## src/rtl/muldiv_unit.sv

```systemverilog
`default_nettype none
// +----------------------------------------------------------------------+
// | muldiv_unit                                                          |
// | Iterative 1-bit/cycle MULT/MULTU/DIV/DIVU unit with HI/LO registers. |
// | Revision: 1.0                                                        |
// +----------------------------------------------------------------------+
module muldiv_unit #(
  parameter int WIDTH = 32
) (
  input  logic             clk,
  input  logic             reset,
  input  logic             start,
  input  logic [1:0]       op,
  input  logic [WIDTH-1:0] a,
  input  logic [WIDTH-1:0] b,
  input  logic             flush,
  input  logic             hilo_we,
  input  logic             hilo_sel,
  input  logic [WIDTH-1:0] hilo_wd,
  output logic             busy,
  output logic             done,
  output logic [WIDTH-1:0] hi,
  output logic [WIDTH-1:0] lo
);

  localparam int CW = $clog2(WIDTH) + 1;

  typedef enum logic [1:0] {
    S_IDLE = 2'd0,
    S_CALC = 2'd1,
    S_FIX  = 2'd2
  } state_t;

  state_t             state_q, state_d;
  logic [CW-1:0]      count_q, count_d;
  logic               is_div_q, is_div_d;
  logic [WIDTH-1:0]   opnd_q, opnd_d;
  logic [WIDTH-1:0]   araw_q, araw_d;
  logic               neg_q, neg_d;
  logic               rem_neg_q, rem_neg_d;
  logic [2*WIDTH-1:0] acc_q, acc_d;
  logic [WIDTH-1:0]   hi_q, hi_d;
  logic [WIDTH-1:0]   lo_q, lo_d;
  logic               busy_q, busy_d;
  logic               done_q, done_d;

  logic               a_neg, b_neg;
  logic [WIDTH-1:0]   mag_a, mag_b;
  logic [WIDTH:0]     mul_sum;
  logic [2*WIDTH-1:0] mul_step;
  logic [WIDTH:0]     rem_shift;
  logic [WIDTH:0]     rem_diff;
  logic               rem_ge;
  logic [2*WIDTH-1:0] div_step;
  logic [2*WIDTH-1:0] prod_fix;
  logic [WIDTH-1:0]   quo_fix, rem_fix;

  always_comb begin
    // op[0] selects the signed variants; unsigned ops never raise sign flags
    a_neg = op[0] & a[WIDTH-1];
    b_neg = op[0] & b[WIDTH-1];
    mag_a = a_neg ? -a : a;
    mag_b = b_neg ? -b : b;

    // Multiply: upper half accumulates, lower half holds the shifting multiplier
    mul_sum  = {1'b0, acc_q[2*WIDTH-1:WIDTH]} + (acc_q[0] ? {1'b0, opnd_q} : '0);
    mul_step = {mul_sum, acc_q[WIDTH-1:1]};

    // Restoring divide: upper half is the partial remainder, lower half dividend/quotient
    rem_shift = {acc_q[2*WIDTH-1:WIDTH], acc_q[WIDTH-1]};
    rem_ge    = (rem_shift >= {1'b0, opnd_q});
    rem_diff  = rem_shift - {1'b0, opnd_q};
    div_step  = {(rem_ge ? rem_diff[WIDTH-1:0] : rem_shift[WIDTH-1:0]),
                 acc_q[WIDTH-2:0], rem_ge};

    prod_fix = neg_q     ? -acc_q                    : acc_q;
    quo_fix  = neg_q     ? -acc_q[WIDTH-1:0]         : acc_q[WIDTH-1:0];
    rem_fix  = rem_neg_q ? -acc_q[2*WIDTH-1:WIDTH]   : acc_q[2*WIDTH-1:WIDTH];
  end

  always_comb begin
    state_d   = state_q;
    count_d   = count_q;
    is_div_d  = is_div_q;
    opnd_d    = opnd_q;
    araw_d    = araw_q;
    neg_d     = neg_q;
    rem_neg_d = rem_neg_q;
    acc_d     = acc_q;
    hi_d      = hi_q;
    lo_d      = lo_q;
    done_d    = 1'b0;

    case (state_q)
      S_IDLE: begin
        if (hilo_we) begin
          if (hilo_sel) hi_d = hilo_wd;
          else          lo_d = hilo_wd;
        end
        if (start && !flush) begin
          is_div_d  = op[1];
          opnd_d    = op[1] ? mag_b : mag_a;
          araw_d    = a;
          neg_d     = a_neg ^ b_neg;
          rem_neg_d = a_neg;
          acc_d     = {{WIDTH{1'b0}}, (op[1] ? mag_a : mag_b)};
          count_d   = '0;
          state_d   = S_CALC;
        end
      end
      S_CALC: begin
        if (flush) begin
          state_d = S_IDLE;
        end else begin
          acc_d   = is_div_q ? div_step : mul_step;
          count_d = count_q + 1'b1;
          if (count_q == CW'(WIDTH - 1)) state_d = S_FIX;
        end
      end
      S_FIX: begin
        state_d = S_IDLE;
        if (!flush) begin
          done_d = 1'b1;
          if (!is_div_q) begin
            hi_d = prod_fix[2*WIDTH-1:WIDTH];
            lo_d = prod_fix[WIDTH-1:0];
          end else if (opnd_q == '0) begin
            hi_d = araw_q;
            lo_d = '1;
          end else begin
            hi_d = rem_fix;
            lo_d = quo_fix;
          end
        end
      end
      default: state_d = S_IDLE;
    endcase

    busy_d = (state_d != S_IDLE);
  end

  always_ff @(posedge clk or posedge reset) begin
    if (reset) begin
      state_q   <= S_IDLE;
      count_q   <= '0;
      is_div_q  <= 1'b0;
      opnd_q    <= '0;
      araw_q    <= '0;
      neg_q     <= 1'b0;
      rem_neg_q <= 1'b0;
      acc_q     <= '0;
      hi_q      <= '0;
      lo_q      <= '0;
      busy_q    <= 1'b0;
      done_q    <= 1'b0;
    end else begin
      state_q   <= state_d;
      count_q   <= count_d;
      is_div_q  <= is_div_d;
      opnd_q    <= opnd_d;
      araw_q    <= araw_d;
      neg_q     <= neg_d;
      rem_neg_q <= rem_neg_d;
      acc_q     <= acc_d;
      hi_q      <= hi_d;
      lo_q      <= lo_d;
      busy_q    <= busy_d;
      done_q    <= done_d;
    end
  end

  assign busy = busy_q;
  assign done = done_q;
  assign hi   = hi_q;
  assign lo   = lo_q;

endmodule
`default_nettype wire

```

## config.mk

```make
export PLATFORM = sky130hd
export DESIGN_NAME = muldiv_unit
export DESIGN_NICKNAME = d
export VERILOG_FILES = /design/src/rtl/muldiv_unit.sv
export SDC_FILE = /design/constraint.sdc
export NUM_CORES = 1
export LEC_CHECK = 0
export ABC_AREA = 0
export BUFFER_PORTS_ARGS = -buffer_cell sky130_fd_sc_hd__buf_2
export CAP_MARGIN = 20
export CORE_MARGIN = 2
export CORE_UTILIZATION = 31
export CTS_CLUSTER_DIAMETER = 150
export DETAILED_ROUTE_END_ITERATION = 16
export GPL_TIMING_DRIVEN = 0
export HOLD_SLACK_MARGIN = 0.08
export PLACE_DENSITY = 0.56
export SLEW_MARGIN = 20
export SYNTH_ARGS = -nofsm -noshare
export SYNTH_HDL_FRONTEND = slang
export SYNTH_SLANG_ARGS = --single-unit
```

## constraint.sdc

```tcl
create_clock -name clk -period 14.98 [get_ports clk]
set_input_delay 2.247 -clock clk [delete_from_list [all_inputs] [get_ports clk]]
set_output_delay 2.247 -clock clk [all_outputs]
set_load 0.005 [all_outputs]
```

[After elaboration in Yosys (flattened, before gate mapping)]
Cells that the tools add are included.
Storage, ports and cells
  bits in registers: 205
  bits of input ports: 104
  output and inout bits: 66
  word-level logic and storage cells: 78
Operators by class
  add/sub/neg operators: 8
  $lt $le $gt $ge: 1
  equality and inequality tests: 9
  muxes and demuxes: 34
  bitwise gates (word level): 3
  reductions and logical operators: 11
Operator list (count)
  two-way mux 32 bit: 18
  two-way mux 64 bit: 4
  negator 32 bit: 4
  one-hot mux 32 bit (2 select lines): 2
  one-hot mux 64 bit (2 select lines): 1
  negator 64 bit: 1
  adder 32 x 32 -> 33 bit: 1
  >= comparator 33 x 32 -> 1 bit: 1
  logical NOT 32 bit: 1
  subtractor 32 bit: 1
  two-way mux 6 bit: 2
  inequality test 2 bit, second input constant: 6
  one-hot mux 6 bit (2 select lines): 1
  AND reduction 4 bit: 2
  adder 6 x 1 -> 6 bit, second input constant: 1
  == test 6 x 5 -> 1 bit, second input constant: 1
  two-way mux 2 bit: 3
  nonzero test 2 bit: 3
  one-hot mux 2 bit (2 select lines): 1
  AND reduction 3 bit: 1
  AND 1 bit: 2
  == test 2 x 1 -> 1 bit, second input constant: 1
  == test 2 bit, second input constant: 1
  logical NOT 2 bit: 1
  other kinds (5): 6

[Longest topological paths before layout]
  depth after elaboration: 6
  depth in mapped cells: 15
  mapped depth without buffers: 14

[Least setup slack after synthesis]
OpenSTA, ideal clock, no wires.
  path kind: input port to flip-flop
  start: input port a[0]
  end: register acc_q[31]
  setup time: 0.104 ns
  arrival: 4.535 ns
  data required time: 14.876 ns
  slack: 10.341 ns
  cell stages on the path: 8
  path buffers: 0
  cells stage by stage: or4_1 nor2b_2 nand3_2 or3_1 or4_1 o41ai_1 a31oi_1 a221oi_1
Between the ends
  word-level cells in the longest chain between the ends: 5
RTL lines
  start, declared: RTL line 14  | input logic [WIDTH-1:0] a,
  negator 32 bit: RTL line 62  | mag_a = a_neg ? -a : a;
  two-way mux 32 bit: RTL line 62
  two-way mux 32 bit: RTL line 106  | acc_d = {{WIDTH{1'b0}}, (op[1] ? mag_a : mag_b)};
  two-way mux 64 bit: RTL line 100  | if (start && !flush) begin
  one-hot mux 64 bit (2 select lines): RTL line 94  | case (state_q)
  end signal, assigned: RTL line 151  | acc_q <= '0;
  end signal, assigned: RTL line 164  | acc_q <= acc_d;
  end, declared: RTL line 41  | logic [2*WIDTH-1:0] acc_q, acc_d;
Every way passes these cells. The select of a mux whose other input is x is not followed.
A chain may end at the register's enable or synchronous reset.

[Final worst setup path]
  start: input port a[0]
  end: register opnd_q[30]
Between the ends
  word-level cells in the longest chain between the ends: 3
RTL lines
  negator 32 bit: RTL line 62
  two-way mux 32 bit: RTL line 62
  two-way mux 32 bit: RTL line 102  | opnd_d = op[1] ? mag_b : mag_a;
  end signal, assigned: RTL line 160  | opnd_q <= opnd_d;
  end, declared: RTL line 37  | logic [WIDTH-1:0] opnd_q, opnd_d;
Every way passes these cells.

==> key figures <==
Outcome
  – Status: finished clean

Clock network
  – Clock latency on the worst-skew pair: 0.58 ns
  – Postcts setup bufs: 0
  – CTS tree: built
  – Post-CTS Hold Fix Bufs: 0
  – Clk sinks: 205
  – Post-CTS Resized: 0
  – Clock Tree Buf Depth: 3
  – Clk slew on worst S/H paths: 0.06 ns
  – H-Tree Level Count: 1
  – CTS Buf Count: 26
  – CTS root buf: clkbuf_16

Routing
  – Remaining DRCs: 0
  – ANT nets after route: 0
  – Drt first pass iters: 6
  – Via count: 18,700
  – Via density: 5.87
  – Met3 WL: 6.38 mm
  – WL met2: 34.5 mm
  – Wire per inst: 24.8 um
  – WL final: 79.2 mm
  – DR top layer: met4
  – Routed metal-1 wirelength: 35.1 mm
  – DR iter-0 viols: 1,906

Power
  – Overall power: 3430 uW
  – Leak: 0.00851 uW
  – Clk network pwr share: 0.200
  – Worst vdd ir: 0.0849 mV
  – Int Power: 1780 uW
  – Combinational Power Share: 0.535
  – Sw frac: 0.480
  – PD cells: 173 nW/um^2
  – Reg power frac: 0.265
  – NetSw: 1650 uW

Timing
  – RSZ-0062 raised after global routing: false
  – Worst Skew: 0.0196 ns
  – Worst setup margin: 10.17 ns
  – Post-layout min period: 4.81 ns
  – Final hold violations: 0
  – Final setup viols: 0
  – Final slew viol count: 0
  – Setup TNS: 0 ns
  – Rel. slew slack: 0.293
  – Crit share post-route: 0.321
  – Peak Freq: 0.208 GHz
  – Worst-Margin Slew: 1.06 ns

Die
  – Die H: 239 um
  – Top-level I/O count: 170
  – Starting Density: 0.312
  – Die span in x: 239 um
  – Die area: 57,100 um^2
  – Row cnt: 86
  – Core area: 54,900 um^2

Logic synthesis
  – Mux contribution to synthesized area: 0.0345
  – Post-synthesis compound-gate area fraction: 0.268
  – Synth cell types: 79
  – Mean Syn Cell Area: 7.55 um^2
  – #FFs+latches synth: 205
  – FFs w/ async S/R, synth: 1.00
  – Post-Syn Area: 17,100 um^2
  – Synth Area in Simple Gates: 0.205
  – Ys Warns: 0
  – Main synth FF type: dfrtp_1
  – Post-Synth XOR/XNOR Area: 0.0901
  – Mapped Cells: 2,266
  – Synth top area share: 0.300
  – Post-synth top area cell: dfrtp_1
  – Syn Nets: 2,441
  – Largest family of logic cells by synthesized area: compound AO/OA/AOI/OAI gates
  – Post-synth EDFFs: 0
  – Seq/Total Area, Yosys: 0.300
  – Synth Area in Adders: 0.0528
  – Synth area leaders: dfrtp_1 (30%), o21ai_0 (7.4%), nand2_1 (7.0%)

Global routing
  – Wire length of the first global-routing pass: 117 mm
  – GR Overflow Total: 0
  – Maximum number of pins on one net before global-route repair: 97
  – GRT Overall Usage: 0.272
  – Vias in the first global route: 17,800
  – Initial antenna violation count: 3

Finish
  – Layout Utilization: 0.361
  – Non-Filler Instances: 3,190
  – # fillers: 5,807
  – Layout Nets: 2,639
  – Area taken by multi-input logic gates: 11,100 um^2
  – Layout cell share with drive strength beyond 1: 0.104
  – Synthesis-to-layout area growth: 15.8%
  – FF+latch area: 5130 um^2

Setup path
  – Data arrival, critical path: 5.24 ns
  – CP Class: input pin to register
  – Worst Path Required: 15.41 ns
  – Worst-path fanout max: 5
  – Crit. End Element: register
  – CP Launch Type: input pin

Place
  – DP Cell Count: 3,140
  – Setup slack at placement: 9.70 ns
  – Hpwl dp: 63.5 mm
  – RD Place Congestion: 1.02
  – PortBufs: 168

Job
  – Max_cap viols: 0

Worst hold path
  – Worst hold path class: register to register
==> cell families after synthesis <==
logic type / Yosys count
adders and majority gates: 71
DFF: 205
and+or+nand+nor: 766
muxes: 58
buffers and inverters: 224
xor gates and xnor gates: 176
AOI/OAI and AO/OA: 766
==> layout make-up <==
cell class,instances,share of cell area
plain buffers,156,0.0302
diodes,2,0.000253
clock inverters,14,0.00947
multi-input cells,1837,0.561
clock buffers,34,0.0369
inverters,68,0.0133
repair buffers,170,0.0452
well taps,704,0.0444
flip-flops and latches,205,0.259
==> per-layer routing <==
| metal | up-vias | GRT usage |
|---|---|---|
| met5 | - | 0 |
| met4 | 0 | 0.102 |
| met3 | 150 | 0.0390 |
| met2 | 891 | 0.418 |
| met1 | 9164 | 0.385 |
| li1 | 8506 | - |
==> cell usage after synthesis, types with 4 or more instances <==
| cell | count |
|---|---|
| a22oi_1 | 9 |
| a2111oi_0 | 5 |
| o21ai_1 | 10 |
| a211oi_1 | 36 |
| a21o_1 | 29 |
| mux2i_1 | 50 |
| buf_1 | 9 |
| nor3_1 | 35 |
| o22ai_1 | 30 |
| xor2_1 | 61 |
| a221oi_1 | 4 |
| nand3_1 | 28 |
| or3_1 | 31 |
| nor2b_1 | 17 |
| or4_1 | 10 |
| xnor2_1 | 115 |
| o41ai_1 | 15 |
| o21ai_0 | 254 |
| mux2_2 | 8 |
| clkbuf_1 | 137 |
| nand2_1 | 321 |
| nor4_1 | 24 |
| ha_1 | 69 |
| and3_1 | 15 |
| dfrtp_1 | 205 |
| o21bai_1 | 7 |
| and2_1 | 13 |
| buf_2 | 10 |
| or2_2 | 6 |
| a21oi_1 | 240 |
| nand3b_1 | 5 |
| o41ai_2 | 5 |
| o21a_1 | 8 |
| a31oi_1 | 15 |
| nand4_1 | 15 |
| o221ai_1 | 9 |
| nor2_1 | 206 |
| o211ai_1 | 26 |
| a41o_1 | 4 |
| nand2b_1 | 16 |
| o31ai_1 | 24 |
| inv_1 | 66 |
==> flip-flops by register name (all words and copies together) (netlist names) <==
signal,flops
acc_q,64
araw_q,32
busy,1
count_q,6
done,1
hi,32
is_div_q,1
lo,32
neg_q,1
opnd_q,32
rem_neg_q,1
state_q,2
==> critical path, stage by stage <==
cell	delay, ns
buf_2	0.17
inv_1	0.11
ha_1	0.17
nor3b_1	0.50
and3_1	0.32
nand2_1	0.12
o21ai_0	0.48
o21ai_0	0.28
nor2_1	0.20
xor2_1	0.20
nor2_1	0.06
a211oi_1	0.29
a21oi_1	0.07
==> cells in the final DEF (no fill, tap or decap), types with 26 or more instances in the layout <==
cell type,n
nand2_1,321
o21ai_0,254
a21oi_1,240
nor2_1,206
dfrtp_1,205
buf_2,178
clkbuf_1,140
xnor2_1,115
ha_1,69
inv_1,65
xor2_1,61
mux2i_1,50
a211oi_1,36
nor3_1,35
or3_1,31
o22ai_1,30
a21o_1,29
nand3_1,28
o211ai_1,26
clkbuf_16,26
==> power by group through the flow <==
stage               clock (uW)  sequential [uW]  combinational (uW)
floorplan                    0              809                1270
global placement             0              904                1770
detailed placement           0              908                1780
CTS                        691              899                1790
global route               714              919                1990
finish                     685              909                1840
==> metrics by stage <==
stage / area, um^2 / hold WS, ns
detailed placement: 18900 / 0.460
floorplan: 17100 / 0.440
global route: 19800 / 0.499
finish: 19800 / 0.477
CTS: 19800 / 0.476
global placement: 18800 / 0.457
==> final timing paths <==
check | from | end | slack, ns | cells after the start
max | a[0] | opnd_q[30]$_DFFE_PP0P_ | 10.17 | 13
min reg2reg | hi[26]$_DFFE_PP0P_ | hi[26]$_DFFE_PP0P_ | 0.48 | 2
min | hi[26]$_DFFE_PP0P_ | hi[26]$_DFFE_PP0P_ | 0.48 | 2
min in group asynchronous | reset | acc_q[45]$_DFFE_PP0P_ | 1.64 | 2
max reg2reg | acc_q[0]$_DFFE_PP0P_ | acc_q[55]$_DFFE_PP0P_ | 10.36 | 13
max in group asynchronous | reset | lo[8]$_DFFE_PP0P_ | 12.53 | 3
(Power assumes the default switching activity.)
